### src/rtl/tdm_demux_1to4_if.sv
// tdm_demux_1to4_if: serial-in / frame-out bundle between a TDM link and the demux
interface tdm_demux_1to4_if #(
    parameter int LANES = 4,
    localparam int SEL_W = $clog2(LANES)
);
    logic             d_in;
    logic             in_valid;
    logic             frame_sync;
    logic [SEL_W-1:0] select;
    logic [LANES-1:0] d_out;
    logic             out_valid;
    logic             frame_err;

    modport master (
        output d_in, in_valid, frame_sync,
        input  select, d_out, out_valid, frame_err
    );

    modport slave (
        input  d_in, in_valid, frame_sync,
        output select, d_out, out_valid, frame_err
    );
endinterface

### src/rtl/tdm_demux_1to4.sv
// tdm_demux_1to4: registered time-division 1-to-LANES demultiplexer with frame realignment
module tdm_demux_1to4 #(
    parameter int LANES = 4,
    localparam int SEL_W = $clog2(LANES)
) (
    input logic              clk,
    input logic              rst,
    tdm_demux_1to4_if.slave  bus
);
    localparam logic [SEL_W-1:0] LAST = SEL_W'(LANES - 1);

    logic [SEL_W-1:0] sel, sel_n;
    logic [LANES-1:0] shadow, shadow_n;
    logic [LANES-1:0] dout, dout_n;
    logic             ov_n, fe_n, ov, fe;
    logic [LANES-1:0] filled;

    // next-state: sync realigns to slot 0, otherwise a valid bit fills the current slot
    always_comb begin
        sel_n    = sel;
        shadow_n = shadow;
        dout_n   = dout;
        ov_n     = 1'b0;
        fe_n     = 1'b0;
        filled   = shadow;
        filled[sel] = bus.d_in;
        if (bus.frame_sync) begin
            fe_n     = sel != '0;
            shadow_n = '0;
            sel_n    = '0;
            if (bus.in_valid) begin
                shadow_n[0] = bus.d_in;
                sel_n       = SEL_W'(1);
            end
        end else if (bus.in_valid) begin
            if (sel == LAST) begin
                dout_n   = filled;
                ov_n     = 1'b1;
                sel_n    = '0;
                shadow_n = '0;
            end else begin
                shadow_n = filled;
                sel_n    = sel + SEL_W'(1);
            end
        end
    end

    // state and output registers, cleared by synchronous reset
    always_ff @(posedge clk) begin
        if (rst) begin
            sel    <= '0;
            shadow <= '0;
            dout   <= '0;
            ov     <= 1'b0;
            fe     <= 1'b0;
        end else begin
            sel    <= sel_n;
            shadow <= shadow_n;
            dout   <= dout_n;
            ov     <= ov_n;
            fe     <= fe_n;
        end
    end

    assign bus.select    = sel;
    assign bus.d_out     = dout;
    assign bus.out_valid = ov;
    assign bus.frame_err = fe;
endmodule

### src/flat_wrapper.sv
// flat-port wrapper written by rule: the top's interface ports become plain ports
module tdm_demux_1to4_flat 
#(
    parameter int LANES = 4,
    localparam int SEL_W = $clog2(LANES)
)
  (clk, rst, bus_d_in, bus_in_valid, bus_frame_sync, bus_select, bus_d_out, bus_out_valid, bus_frame_err);
  tdm_demux_1to4_if #(.LANES(LANES)) bus_i ();
  input logic clk;
  input logic rst;
  input wire logic [$bits(bus_i.d_in)-1:0] bus_d_in;
  input wire logic [$bits(bus_i.in_valid)-1:0] bus_in_valid;
  input wire logic [$bits(bus_i.frame_sync)-1:0] bus_frame_sync;
  output wire logic [$bits(bus_i.select)-1:0] bus_select;
  output wire logic [$bits(bus_i.d_out)-1:0] bus_d_out;
  output wire logic [$bits(bus_i.out_valid)-1:0] bus_out_valid;
  output wire logic [$bits(bus_i.frame_err)-1:0] bus_frame_err;
  assign bus_i.d_in = bus_d_in;
  assign bus_i.in_valid = bus_in_valid;
  assign bus_i.frame_sync = bus_frame_sync;
  assign bus_select = bus_i.select;
  assign bus_d_out = bus_i.d_out;
  assign bus_out_valid = bus_i.out_valid;
  assign bus_frame_err = bus_i.frame_err;
  tdm_demux_1to4 #(.LANES(LANES)) u_core (.clk(clk), .rst(rst), .bus(bus_i));
endmodule
### config.mk
export PLATFORM = sky130hd
export DESIGN_NAME = tdm_demux_1to4_flat
export DESIGN_NICKNAME = d
export VERILOG_FILES = /design/src/rtl/tdm_demux_1to4_if.sv /design/src/rtl/tdm_demux_1to4.sv /design/src/flat_wrapper.sv
export SDC_FILE = /design/constraint.sdc
export NUM_CORES = 1
export LEC_CHECK = 0
export ABC_AREA = 1
export CAP_MARGIN = 10
export CORE_AREA = 10 10 47 49
export CTS_CLUSTER_SIZE = 12
export DETAILED_ROUTE_END_ITERATION = 12
export DIE_AREA = 0 0 57 59
export PLACE_DENSITY = 0.67
export SETUP_SLACK_MARGIN = 0.2
export SLEW_MARGIN = 5
export SYNTH_ARGS = -nofsm -noshare
export SYNTH_HDL_FRONTEND = slang
export SYNTH_SLANG_ARGS = --single-unit
### constraint.sdc
create_clock -name clk -period 2.48 [get_ports clk]
set_clock_uncertainty 0.1 [all_clocks]
set_input_delay 0.248 -clock clk [delete_from_list [all_inputs] [get_ports clk]]
set_output_delay 0.248 -clock clk [all_outputs]
set_load 0.01 [all_outputs]
Yosys cells after proc, flatten, opt, wreduce, memory -nomap -nowiden. Cells that the tools add are included.

Output and inout bits: 8. Word-level logic and storage cells: 31. Flip-flop bits (word level): 12.

Bitwise operators: 2. Add/subtract/negate cells: 1. Equality and inequality tests: 1. Mux-type cells: 12. Reduce and logical (&&, ||, !) cells: 7. Order comparisons: 2.

Operators with widths (number): $mux 1 (6); $mux 2 (3); $bwmux 4 (1); $mux 4 (1); $reduce_bool 2->1 (2); $reduce_or 2->1 (2); $lt 2x3->1 const B (1); $reduce_and 3->1 (1); $reduce_or 3->1 (1); $add 2x1->2 const B (1); $demux 1 s2 (1); $eq 2x2->1 const B (1); $ge 2x1->1 const B (1); $not 1->1 (2); $logic_and 1x1->1 (1).

Logic depth before layout (Yosys ltp). Gate-level depths: netlist of run 1.

Word-level depth: 8. Depth in mapped cells: 8. Mapped depth without buffers: 8.

Worst setup path before layout of run 1. OpenSTA, ideal clock, no wires.

Path type: register to register. From: register u_core.sel[0] (netlist: u_core.bus.select[0]). To: register u_core.dout[2] (netlist: u_core.bus.d_out[2]). Stages on the path, launching flop included: 6. Setup slack: 1241 ps. Data arrival time: 1069 ps. Data required time: 2310 ps. Path buffers: 0. Path through: dfxtp_1 > inv_1 > ha_1 > o21ai_0 > nand2_1 > a21oi_1.

Cells in the longest elaborated chain, start to end: 5. Elaborated cells between the ends (all ways): 8.

RTL lines: start: declaration (line tdm_demux_1to4.sv:12) `logic [SEL_W-1:0] sel, sel_n;`; start signal: assignment (line tdm_demux_1to4.sv:57) `sel <= sel_n;`; $lt 2x3->1 (implied by the code) / $ge 2x1->1 (equally long branches) (line tdm_demux_1to4.sv:26) `filled[sel] = bus.d_in;`; $logic_and 1x1->1 (implied by the code) (line tdm_demux_1to4.sv:26); $mux 1 (implied by the code) (line tdm_demux_1to4.sv:26); $demux 1 s2; $bwmux 4 (line tdm_demux_1to4.sv:26); end signal: assignment (line tdm_demux_1to4.sv:59) `dout <= dout_n;`; end: declaration (line tdm_demux_1to4.sv:14) `logic [LANES-1:0] dout, dout_n;`.

Several ways; a longest one is shown, not always the timed one. A chain may end at the register's enable or synchronous reset.

Final worst setup path of run 1.
From: register u_core.sel[0] (netlist: u_core.bus.select[0]). To: output port bus_select[0].

RTL lines: end: declaration (line flat_wrapper.sv:14) `output wire logic [$bits(bus_i.select)-1:0] bus_select;`.

No word-level cell between the ends.

==> results.txt, run 1 <==
----------------------------------------------------
[Placed design]
  Global placement routability congestion ... 0.745
  Post-DP HPWL ... roughly 900 um
  Number of I/O port buffers ... 12
  Placement-stage worst setup slack ... 0.948 ns

[Synth]
  Most area-consuming cells after synthesis ... dfxtp_1 41%, nand2_1 13%, ha_1 9.4%
  Number of storage elements in the synthesis netlist ... 11
  Yosys top cell by area ... dfxtp_1
  Xor/xnor cell area share of the yosys netlist ... 0%
  Adder-Cell Fraction of Synth Area ... 9.41%
  Number of cells produced by synthesis ... 74
  Dominant combinational cell family by area after synthesis ... simple AND/OR/NAND/NOR gates
  Synthesized netlist net count ... 83
  Simple-gate share of the synthesized area ... 28.0%
  Multiplexer share of the synthesized area ... 0%
  Mapped Area ... 532 um2
  Fraction of the yosys area taken by sequential cells ... 41.4%
  Count of unique library cells instantiated by Yosys ... 15
  Portion of synthesized cell area occupied by the leading cell type ... roughly two fifths
  Synth Area per Inst ... 7.19 um2
  Yosys warnings ... 0
  Synthesized-area fraction occupied by ao, oa, aoi and oai cells ... 10.4%

[CTS]
  Num CTS Buffers ... 3
  CTS tree ... yes
  Count of buffers added by post-CTS timing repair for setup ... 0
  Clock-pin slew on the worst setup and hold paths ... 0.07 ns
  Max Root-Sink Buffers ... 2
  Sink Count ... 11
  CTS H-tree lvls ... 1
  Root buffer selected by CTS ... clkbuf_4
  Number of resized instances in the post-cts repair step ... 0
  Hold buffers post-CTS ... 0
  Clock latency of the later-clocked register in the worst-skew pair ... 0.27 ns

[Floorplan]
  Number of top-level pins ... 13
  Die area ... approximately 3400 um2
  Overall die height ... 59 um
  Placeable core area ... around 1400 um2
  Die span in x ... 57 um
  Initial Util ... 37.9%
  Site row count ... 14

[Route]
  Drt drc ... 0
  Total wire length after detailed routing ... 1.11 mm
  Routed length per instance ... 10.7 um
  Vias per Instance ... 4.61
  Iteration count of the initial detailed-routing pass ... 2
  Remaining number of nets flagged by the antenna check after routing ... 0
  Via count ... 479
  1st-iter DRT viols ... 7

[Flow run]
  Max-cap violations ... 0

[Timing]
  Final worst slack ... 0.868 ns
  Tightest slew margin relative to the limit ... 78.6%
  Fmax ... 620 MHz
  Slew Limit Fails ... 0
  Period minus WS final ... 1.61 ns
  Final TNS setup ... 0 ns
  Transition at the pin with the smallest max-transition slack ... 0.320 ns
  Finish-stage setup viols ... 0
  Setup repair after global routing missed its margin ... no
  Share of the cycle needed by the critical path after routing ... about 65%
  Number of endpoints with negative hold slack in the final report ... 0

[Power]
  Static leakage power ... 0.275 nW
  Total power of the final layout ... 0.000348 W
  IR drop worst, VDD ... 297 uV
  Pwr Density ... 510 nW/um2

[Global route]
  Number of antenna violations at the first check in global routing ... 0
  Total global-route track usage ... 7.46%
  Largest net degree at the start of global routing ... 10
  Congestion Overflow GR ... 0
  Wire length of the first global-routing pass ... 1.93 mm
  Vias in the first global route ... 482

[Cells and area]
  Nets@finish ... 98
  Fillers ... approximately 160
  Synth-to-Final Area Change ... 28.2%
  Fraction of layout cells with a size suffix above 1 ... 7.95%
  Antenna Cells ... 0

[Critical path]
  Maximum fanout encountered on the critical timing path ... 5
  Sequence of cells on the critical path ... clkdlybuf4s50_1
  Critical Path Source Type ... flip-flop
  Slowest cell on the critical path ... clkdlybuf4s50_1
  Kind of cell adding the most delay to the critical path ... buffers and inverters
  Largest stage delay on the critical path ... 0.57 ns
  Arrival time of the worst setup path ... about 1.3 ns
  Worst path buffer plus inverter count ... 1
  WS Path Type ... reg -> out
  Required time reported for the critical path endpoint ... 2.13 ns
  Critical Path Sink Type ... output port

[Status]
  Result of the run ... completed

[Hold path]
  Class of the tightest hold or removal check ... reg -> reg

----------------------------------------------------
## worst paths after layout
check,depth (start not counted),slack [ns],from,to
max,1,0.87,u_core.bus.select[0],bus_select[0]
min,2,0.37,u_core.bus.d_out[0],u_core.bus.d_out[0]
max reg2reg,5,1.12,u_core.bus.select[1],u_core.bus.d_out[1]
min reg2reg,2,0.37,u_core.bus.d_out[0],u_core.bus.d_out[0]
## routing by layer
| layer | wire (um) | global-route usage [%] |
|---|---|---|
| met4 | 46 | 7.05 |
| met5 | 0 | 0 |
| met3 | 67 | 3.00 |
| met1 | 454 | 6.72 |
| met2 | 546 | 12.6 |
## kinds of logic (layout without fill, tap and decap cells)
family	count (synthesis)	after routing
adder cells (fa/ha/maj)	4	4
buffers and inverters	13	27
AND/OR/NAND/NOR	35	35
flip-flops	11	11
AO/OA/AOI/OAI	11	11
## metrics by stage
step                util [%]  hold slack (ns)  area, um2  instances
floorplan                  -            0.283        532         74
global placement        46.8            0.354        656        100
detailed placement      46.8            0.362        656        100
finish                  48.7            0.367        682        104
global route            48.7            0.400        682        104
CTS                     48.7            0.373        682        104
## cell usage after synthesis, drive strengths merged
library cell  count
o21ai             4
nor3              1
ha                4
dfxtp            11
buf               2
nand3             5
a21oi             7
inv              11
nor2              9
nand2            20
## sequential cells by signal (all words and copies together), names as in the netlist
| name | cells |
|---|---|
| u_core.bus.select | 2 |
| u_core.bus.d_out | 4 |
| u_core.bus.out_valid | 1 |
| u_core.bus.frame_err | 1 |
| u_core.shadow | 3 |
## cell type report
| class | instances | area, um2 | share of cell area (%) |
|---|---|---|---|
| Multi-Input combinational cell | 50 | 254 | 37.2 |
| Sequential cell | 11 | 220 | 32.3 |
| Timing Repair Buffer | 12 | 120 | 17.6 |
| Inverter | 11 | 41.3 | 6.06 |
| Clock buffer | 4 | 26.3 | 3.85 |
| Tap cell | 16 | 20.0 | 2.94 |
## placed cells by master, fill, tap and decap left out
cell type,netlist,final
a21oi_1,7,7
clkbuf_1,0,1
clkbuf_4,0,3
clkdlybuf4s50_1,0,12
dfxtp_1,11,11
ha_1,4,4
inv_1,10,10
inv_2,1,1
nand2_1,19,19
nand2_2,1,1
nand3_1,4,4
nand3_2,1,1
nor2_1,8,8
nor2_2,1,1
nor3_1,1,1
o21ai_0,4,4
## worst min-delay path: cells and delay by family, from the launching register on
family	cells	cell delay, ns
simple gates	1	0.06
flops	1	0.31
compound gates	1	0.05
## power by group
part,leakage (nW),internal (W),switching (W),total [W]
clock,0.0150,0.0000624,0.0000640,0.000126
combinational,0.171,0.0000168,0.0000216,0.0000384
sequential,0.0892,0.000180,0.00000285,0.000183
total,0.275,0.000259,0.0000884,0.000348
(Power assumes the default switching activity.)
==> run 2, diff against run 1 <==
--- a/config.mk
+++ b/config.mk
@@ -7,11 +7,11 @@
 export LEC_CHECK = 0
 export ABC_AREA = 1
 export CAP_MARGIN = 10
-export CORE_AREA = 10 10 47 49
+export CORE_MARGIN = 10
+export CORE_UTILIZATION = 41
 export CTS_CLUSTER_SIZE = 12
 export DETAILED_ROUTE_END_ITERATION = 12
-export DIE_AREA = 0 0 57 59
-export PLACE_DENSITY = 0.67
+export PLACE_DENSITY = 0.71
 export SETUP_SLACK_MARGIN = 0.2
 export SLEW_MARGIN = 5
 export SYNTH_ARGS = -nofsm -noshare
==> constraint.sdc (replaced) <==
create_clock -name clk -period 1.4 [get_ports clk]
set_clock_uncertainty 0.1 [all_clocks]
set_input_delay 0.14 -clock clk [delete_from_list [all_inputs] [get_ports clk]]
set_output_delay 0.14 -clock clk [all_outputs]
set_load 0.01 [all_outputs]
==> run 2 against run 1 <==
Global-route usage decreased by 0.36 points; core utilization up 16 points; via count rose by 8.4%; critical endpoint is now u_core.shadow[0].
==> results.txt, run 2 (same netlist as run 1, synthesis figures left out) <==
----------------------------------------------------
[Timing]
  Finish-stage setup viols ... 0 (unchanged)
  Share of the cycle needed by the critical path after routing ... 83.4%
  Setup repair after global routing missed its margin ... yes
  Tightest slew margin relative to the limit ... 78.3% (-0.26 points)
  Fmax ... around 860 MHz
  Final worst slack ... 0.232 ns (-0.636 ns)
  Slew Limit Fails ... 0 (unchanged)
  Transition at the pin with the smallest max-transition slack ... 0.325 ns (+0.00444 ns)
  Number of endpoints with negative hold slack in the final report ... 0 (unchanged)
  Period minus WS final ... 1.17 ns
  Final TNS setup ... 0 ns (unchanged)
  Worst hold margin ... 0.213 ns (-0.154 ns)

[Hold path]
  Worst hold path startpoint ... bus_in_valid
  Worst hold path depth ... 3 (+1)
  Class of the tightest hold or removal check ... in -> reg
  Worst hold endpoint ... u_core.bus.select[1]

[Floorplan]
  Placeable core area ... 1170 um2 (-16%)
  Number of top-level pins ... 13 (unchanged)
  Die area ... 3140 um2 (-6.7%)
  Overall die height ... 56.0 um (-5.1%)
  Initial Util ... 45.4% (+7.5 points)
  Die span in x ... 56.0 um (-1.7%)
  Site row count ... 12 (-2)

[CTS]
  Clock-pin slew on the worst setup and hold paths ... 0.07 ns (about the same)
  Hold buffers post-CTS ... 0 (unchanged)
  Root buffer selected by CTS ... clkbuf_4
  Max Root-Sink Buffers ... 2 (unchanged)
  Sink Count ... 11 (unchanged)
  Clock latency of the later-clocked register in the worst-skew pair ... 0.26 ns (about the same)
  CTS tree ... yes
  CTS H-tree lvls ... 1 (unchanged)
  Num CTS Buffers ... 3 (unchanged)

[Critical path]
  Critical Path Source Type ... flip-flop
  Maximum fanout encountered on the critical timing path ... 5 (unchanged)
  Logic depth of the worst register-to-register path ... 8 (+3)
  Reg-to-reg startpoint ... u_core.bus.select[1]
  Register-to-register path setup slack ... 0.23 ns (-0.89 ns)
  Required time reported for the critical path endpoint ... 1.45 ns (-0.68 ns)
  WS Path Type ... reg -> reg
  Arrival time of the worst setup path ... 1.22 ns (-0.04 ns)
  R2r endpoint ... u_core.shadow[0]
  Critical Path Sink Type ... flip-flop

[Global route]
  Global-route track usage on met2 ... 9.76% (-2.8 points)
  Vias in the first global route ... 456 (-5.4%)
  Number of antenna violations at the first check in global routing ... 0 (unchanged)
  Largest net degree at the start of global routing ... 9 (-1)
  Total global-route track usage ... 7.10% (-0.36 points)
  Congestion Overflow GR ... 0 (unchanged)
  Wire length of the first global-routing pass ... 1.90 mm (-1.5%)
  Top Usage Layer GRT ... met2
  GR Util met1 ... 8.47% (+1.7 points)
  Global routing met3 resource utilization ... 4.33% (+1.3 points)

[Placed design]
  Placement-stage worst setup slack ... -0.0173 ns (-0.965 ns)
  Number of I/O port buffers ... 12 (unchanged)
  Global placement routability congestion ... 0.821 (+10%)
  Post-DP HPWL ... 883 um (-1.6%)

[Power]
  IR drop worst, VDD ... 520 uV (+75%)
  Combinational share of power ... 13.7% (+2.6 points)
  Static leakage power ... 0.330 nW (+20%)
  Clk network pwr share ... 34.1% (-2.3 points)
  Sequential power share ... 52.3% (-0.3 points)
  Cell-internal power ... 0.000465 W (+80%)
  Pwr Density ... 823 nW/um2 (+61%)
  Net Sw Power ... 0.000156 W (+76%)
  Sw Ratio ... 25.1% (-0.36 points)

[Flow run]
  Max-cap violations ... 0 (unchanged)

[Status]
  Result of the run ... completed

[Route]
  Via count ... 519 (+8.4%)
  1st-iter DRT viols ... 5 (-2)
  Iteration count of the initial detailed-routing pass ... 4 (+2)
  Drt drc ... 0 (unchanged)
  Remaining number of nets flagged by the antenna check after routing ... 0 (unchanged)
  Routed length per instance ... 11.5 um (+7.3%)
  Total wire length after detailed routing ... 1.21 mm (+8.3%)
  Vias per Instance ... 4.94 (+7.3%)

[Cells and area]
  Max reg flops ... 4 (unchanged)
  Synth-to-Final Area Change ... 41.9%
  Nets@finish ... 101 (+3.1%)
  Final core occ ... 64.4% (+16 points)
  Leading cell type in the layout, fill and taps excluded ... nand2_1
  Antenna Cells ... 0 (unchanged)
  Fraction of layout cells with a size suffix above 1 ... 27.5% (+20 points)
  Top library cells by usage in the layout, fill and taps aside ... 18 x nand2_1, 9 x dfxtp_1, 8 x nor2_1, 7 x inv_1, 6 x dlygate4sd2_1

----------------------------------------------------
[run 2: changes by cell type in the layout (fill, tap and decap cells not counted), sizes merged]
cell           before  now
buf                 0    3
clkbuf              4    5
dlygate4sd2         0    6
clkdlybuf4s50      12    3
clkdlybuf4s15       0    1
dlymetal6s2s        0    1
[run 2: final cells by class]
cell class / count / area, um2
fill: 103 / 417
clock buffer: 4 / 26.3
sequential: 11 / 228
multi-input combinational: 50 / 307
tap: 14 / 17.5
inverter: 11 / 43.8
timing repair buffer: 15 / 133
[run 2: worst max path at each step]
stage / start / end / slack, ns / cells after the start
after floorplan: u_core.bus.select[0] / u_core.bus.d_out[2] / 0.24 / 5
after global placement: bus_in_valid / u_core.bus.d_out[0] / 0.02 / 5
after detailed placement: bus_in_valid / u_core.bus.d_out[0] / -0.02 / 5
after CTS: u_core.bus.select[0] / u_core.shadow[0] / 0.19 / 8
after global routing: u_core.bus.select[0] / u_core.shadow[0] / 0.15 / 7
final: u_core.bus.select[1] / u_core.shadow[0] / 0.23 / 8
[run 2: repair_timing]
action | CTS | global route
pin swaps | 0 | 5
buffers inserted | 0 | 1
gates resized for setup | 14 | 18
endpoints found under the setup margin | 14 | 9
[run 2: stage by stage]
| step | total power [W] | cells | cell area [um2] |
|---|---|---|---|
| final | 0.000621 | 105 | 754 |
| after global routing | 0.000656 | 105 | 754 |
| after CTS | 0.000613 | 104 | 701 |
| after detailed placement | 0.000405 | 100 | 671 |
| after global placement | 0.000404 | 100 | 671 |
| after floorplan | 0.000373 | 74 | 534 |
[run 2: critical path, stage by stage (launching register included)]
cell	delay [ns]
dfxtp_4	0.39
inv_2	0.06
ha_4	0.16
inv_2	0.04
nand2_2	0.04
nand2_1	0.05
nor2_1	0.04
nor2_1	0.11
nor2_1	0.05
[run 2: layer usage]
layer | share of wire, % | wire [um] | up-vias
met4 | 0.83 | 10 | 0
li1 | - | - | 263
met2 | 44 | 533 | 15
met3 | 7.2 | 87 | 2
met1 | 48 | 575 | 239
met5 | 0 | 0 | -
[run 2: power by group through the flow]
stage	Sequential [W]	Clock, W	Combinational, W
floorplan	0.000333	0	0.0000406
global placement	0.000332	0	0.0000723
detailed placement	0.000332	0	0.0000733
CTS	0.000324	0.000215	0.0000730
global route	0.000326	0.000236	0.0000941
finish	0.000325	0.000212	0.0000848
==> run 3, diff against run 2 <==
--- a/config.mk
+++ b/config.mk
@@ -7,11 +7,11 @@
 export LEC_CHECK = 0
 export ABC_AREA = 1
 export CAP_MARGIN = 10
-export CORE_MARGIN = 10
-export CORE_UTILIZATION = 41
+export CORE_AREA = 10 10 47 49
 export CTS_CLUSTER_SIZE = 12
 export DETAILED_ROUTE_END_ITERATION = 12
-export PLACE_DENSITY = 0.71
+export DIE_AREA = 0 0 57 59
+export PLACE_DENSITY = 0.67
 export SETUP_SLACK_MARGIN = 0.2
 export SLEW_MARGIN = 5
 export SYNTH_ARGS = -nofsm -noshare
==> constraint.sdc (replaced) <==
create_clock -name clk -period 1.2 [get_ports clk]
set_clock_uncertainty 0.1 [all_clocks]
set_input_delay 0.12 -clock clk [delete_from_list [all_inputs] [get_ports clk]]
set_output_delay 0.12 -clock clk [all_outputs]
set_load 0.01 [all_outputs]
==> run 3 against run 2 <==
Worst hold slack gained 0.12 ns; register-to-register slack got worse by 0.19 ns; count of clock-buffer cells in the layout did not move; largest cell class unchanged.
==> results.txt, run 3 (same netlist as run 1, synthesis figures left out) <==
----------------------------------------------------
[Floorplan]
  Initial Util ... 37.9% (-7.5 points)
  Site row count ... 14 (+2)
  Placeable core area ... 1400 um2 (+20%)
  Die span in x ... 57 um (+1.8%)
  Number of top-level pins ... 13 (unchanged)
  Overall die height ... 59 um (+5.3%)
  Die area ... 3360 um2 (+7.2%)

[Hold path]
  Worst hold path depth ... 3 (unchanged)
  Worst hold path startpoint ... bus_in_valid
  Worst hold endpoint ... u_core.bus.out_valid
  Class of the tightest hold or removal check ... in -> reg

[Critical path]
  Kind of cell adding the most delay to the critical path ... flip-flops
  Sequence of cells on the critical path ... buf_4 -> ha_4 -> nand2_1 -> o21ai_4 -> nand2_1 -> a21oi_2
  Slowest cell on the critical path ... dfxtp_4
  Required time reported for the critical path endpoint ... 1.27 ns (-0.18 ns)
  Critical Path Source Type ... flip-flop
  Worst path buffer plus inverter count ... 1 (-1)
  Register-to-register path setup slack ... 0.04 ns (-0.19 ns)
  Largest stage delay on the critical path ... 0.37 ns (-0.02 ns)
  Reg-to-reg startpoint ... u_core.bus.select[1]
  Launching instance or port of the critical path ... u_core.bus.select[1]
  Critical Path Sink Type ... flip-flop
  Cell with the most instances on the worst path ... nand2_1
  Arrival time of the worst setup path ... 1.22 ns (about the same)
  Logic depth of the worst register-to-register path ... 6 (-2)
  R2r endpoint ... u_core.shadow[2]
  Maximum fanout encountered on the critical timing path ... 4 (-1)
  WS Path Type ... reg -> reg

[Cells and area]
  Antenna Cells ... 0 (unchanged)
  Final core occ ... 61.3% (-3.1 points)
  Synth-to-Final Area Change ... 61.6%
  Fillers ... 129 (+25%)
  Max reg flops ... 4 (unchanged)
  Top library cells by usage in the layout, fill and taps aside ... 17 x nand2_1, 10 x buf_4, 8 x dfxtp_1, 7 x inv_1, 7 x nor2_1
  Area of combinational cells with multiple inputs ... 360 um2 (+18%)
  Fraction of layout cells with a size suffix above 1 ... 47.5% (+20 points)
  Flip-flop and latch area ... 229 um2 (+0.55%)
  Nets@finish ... 109 (+7.9%)
  Leading cell type in the layout, fill and taps excluded ... nand2_1

[Power]
  Sequential power share ... 49.4% (-2.9 points)
  IR drop worst, VDD ... 722 uV (+39%)
  Net Sw Power ... 0.000202 W (+30%)
  Total power of the final layout ... 0.000766 W (+23%)
  Cell-internal power ... 0.000564 W (+21%)
  Sw Ratio ... 26.4% (+1.3 points)
  Clk network pwr share ... 33.5% (-0.6 points)
  Pwr Density ... 891 nW/um2 (+8.3%)
  Static leakage power ... 0.365 nW (+11%)
  Combinational share of power ... 17.2% (+3.5 points)

[Global route]
  Vias in the first global route ... 531 (+16%)
  Wire length of the first global-routing pass ... 2.30 mm (+21%)
  Total global-route track usage ... 8.69% (+1.6 points)
  Largest net degree at the start of global routing ... 8 (-1)
  Congestion Overflow GR ... 0 (unchanged)
  Number of antenna violations at the first check in global routing ... 0 (unchanged)

[CTS]
  Root buffer selected by CTS ... clkbuf_4
  Num CTS Buffers ... 3 (unchanged)
  CTS H-tree lvls ... 1 (unchanged)
  Clock latency of the later-clocked register in the worst-skew pair ... 0.27 ns (about the same)
  Sink Count ... 11 (unchanged)
  CTS tree ... yes
  Max Root-Sink Buffers ... 2 (unchanged)
  Clock-pin slew on the worst setup and hold paths ... 0.07 ns (about the same)
  Hold buffers post-CTS ... 0 (unchanged)

[Timing]
  Worst hold margin ... 0.328 ns (+0.116 ns)
  Final TNS setup ... 0 ns (unchanged)
  Tightest slew margin relative to the limit ... 75.8% (-2.5 points)
  Finish-stage setup viols ... 0 (unchanged)
  Period minus WS final ... 1.16 ns (-0.0118 ns)
  Number of endpoints with negative hold slack in the final report ... 0 (unchanged)
  Setup repair after global routing missed its margin ... yes
  Transition at the pin with the smallest max-transition slack ... 0.363 ns (+0.0380 ns)
  Fmax ... 865 MHz (+1.0%)
  Slew Limit Fails ... 0 (unchanged)
  Share of the cycle needed by the critical path after routing ... 96.3% (+13 points)

[Placed design]
  Post-DP HPWL ... 956 um (+8.3%)
  Number of I/O port buffers ... 12 (unchanged)
  Global placement routability congestion ... 0.762 (-7.2%)

[Route]
  Iteration count of the initial detailed-routing pass ... 2 (-2)
  Via count ... 524 (+0.96%)
  Remaining number of nets flagged by the antenna check after routing ... 0 (unchanged)
  Drt drc ... 0 (unchanged)
  Vias per Instance ... 4.56 (-7.8%)
  1st-iter DRT viols ... 2 (-3)
  Total wire length after detailed routing ... 1.30 mm (+7.4%)
  Routed length per instance ... 11.3 um (-2.0%)

[Status]
  Result of the run ... completed

[Flow run]
  Max-cap violations ... 0 (unchanged)

----------------------------------------------------
## run 3: power groups by stage
stage	Combinational, W	Clock, W	Sequential (W)
floorplan	0.0000574	0	0.000389
global placement	0.000109	0	0.000387
detailed placement	0.000109	0	0.000387
CTS	0.000115	0.000264	0.000379
global route	0.000146	0.000282	0.000380
finish	0.000131	0.000256	0.000378
## run 3: what timing repair did
action                                  4_1_cts  5_1_grt
buffers inserted                              1        3
endpoints found under the setup margin       17       12
endpoints found under the hold margin         0        0
resized for setup                            37       13
gates cloned                                  0        0
pin swaps                                     3        1
## run 3: layout make-up
cell class | count | area share [%]
Clock buffer | 4 | 3.06
Inverter | 11 | 5.39
Multi-Input combinational cell | 50 | 41.9
Sequential cell | 11 | 26.6
Tap cell | 16 | 2.33
Timing Repair Buffer | 23 | 20.7
## run 3: per-stage QoR
step	instance area [um2]	setup WS, ns	std cells
2_1_floorplan	588	0.125	74
3_3_place_gp	764	-0.121	107
3_5_place_dp	764	-0.159	107
4_1_cts	806	0.0517	112
5_1_grt	860	-0.0129	115
6_report	860	0.0443	115
## run 3: worst max-delay path by stage
stage / to / slack [ns] / cells after the start
2_1_floorplan: u_core.shadow[0] / 0.12 / 8
3_3_place_gp: u_core.shadow[0] / -0.12 / 6
3_5_place_dp: u_core.bus.d_out[0] / -0.16 / 5
4_1_cts: bus_select[0] / 0.05 / 1
5_1_grt: u_core.bus.d_out[1] / -0.01 / 6
6_report: u_core.shadow[2] / 0.04 / 6
## run 3: per-layer routing
layer	routed length (um)	vias up	track usage (%)
met5	0	-	0
met4	41	0	6.04
met3	135	4	4.72
met2	591	12	13.5
met1	527	224	8.80
li1	-	284	-
## run 3: worst reg2reg max path: cells and delay by family (launching register included)
kind,cells,cell delay (ns)
flops,1,0.37
simple gates,2,0.17
buf+inv,1,0.14
fa+ha+maj,1,0.16
compound gates,2,0.12
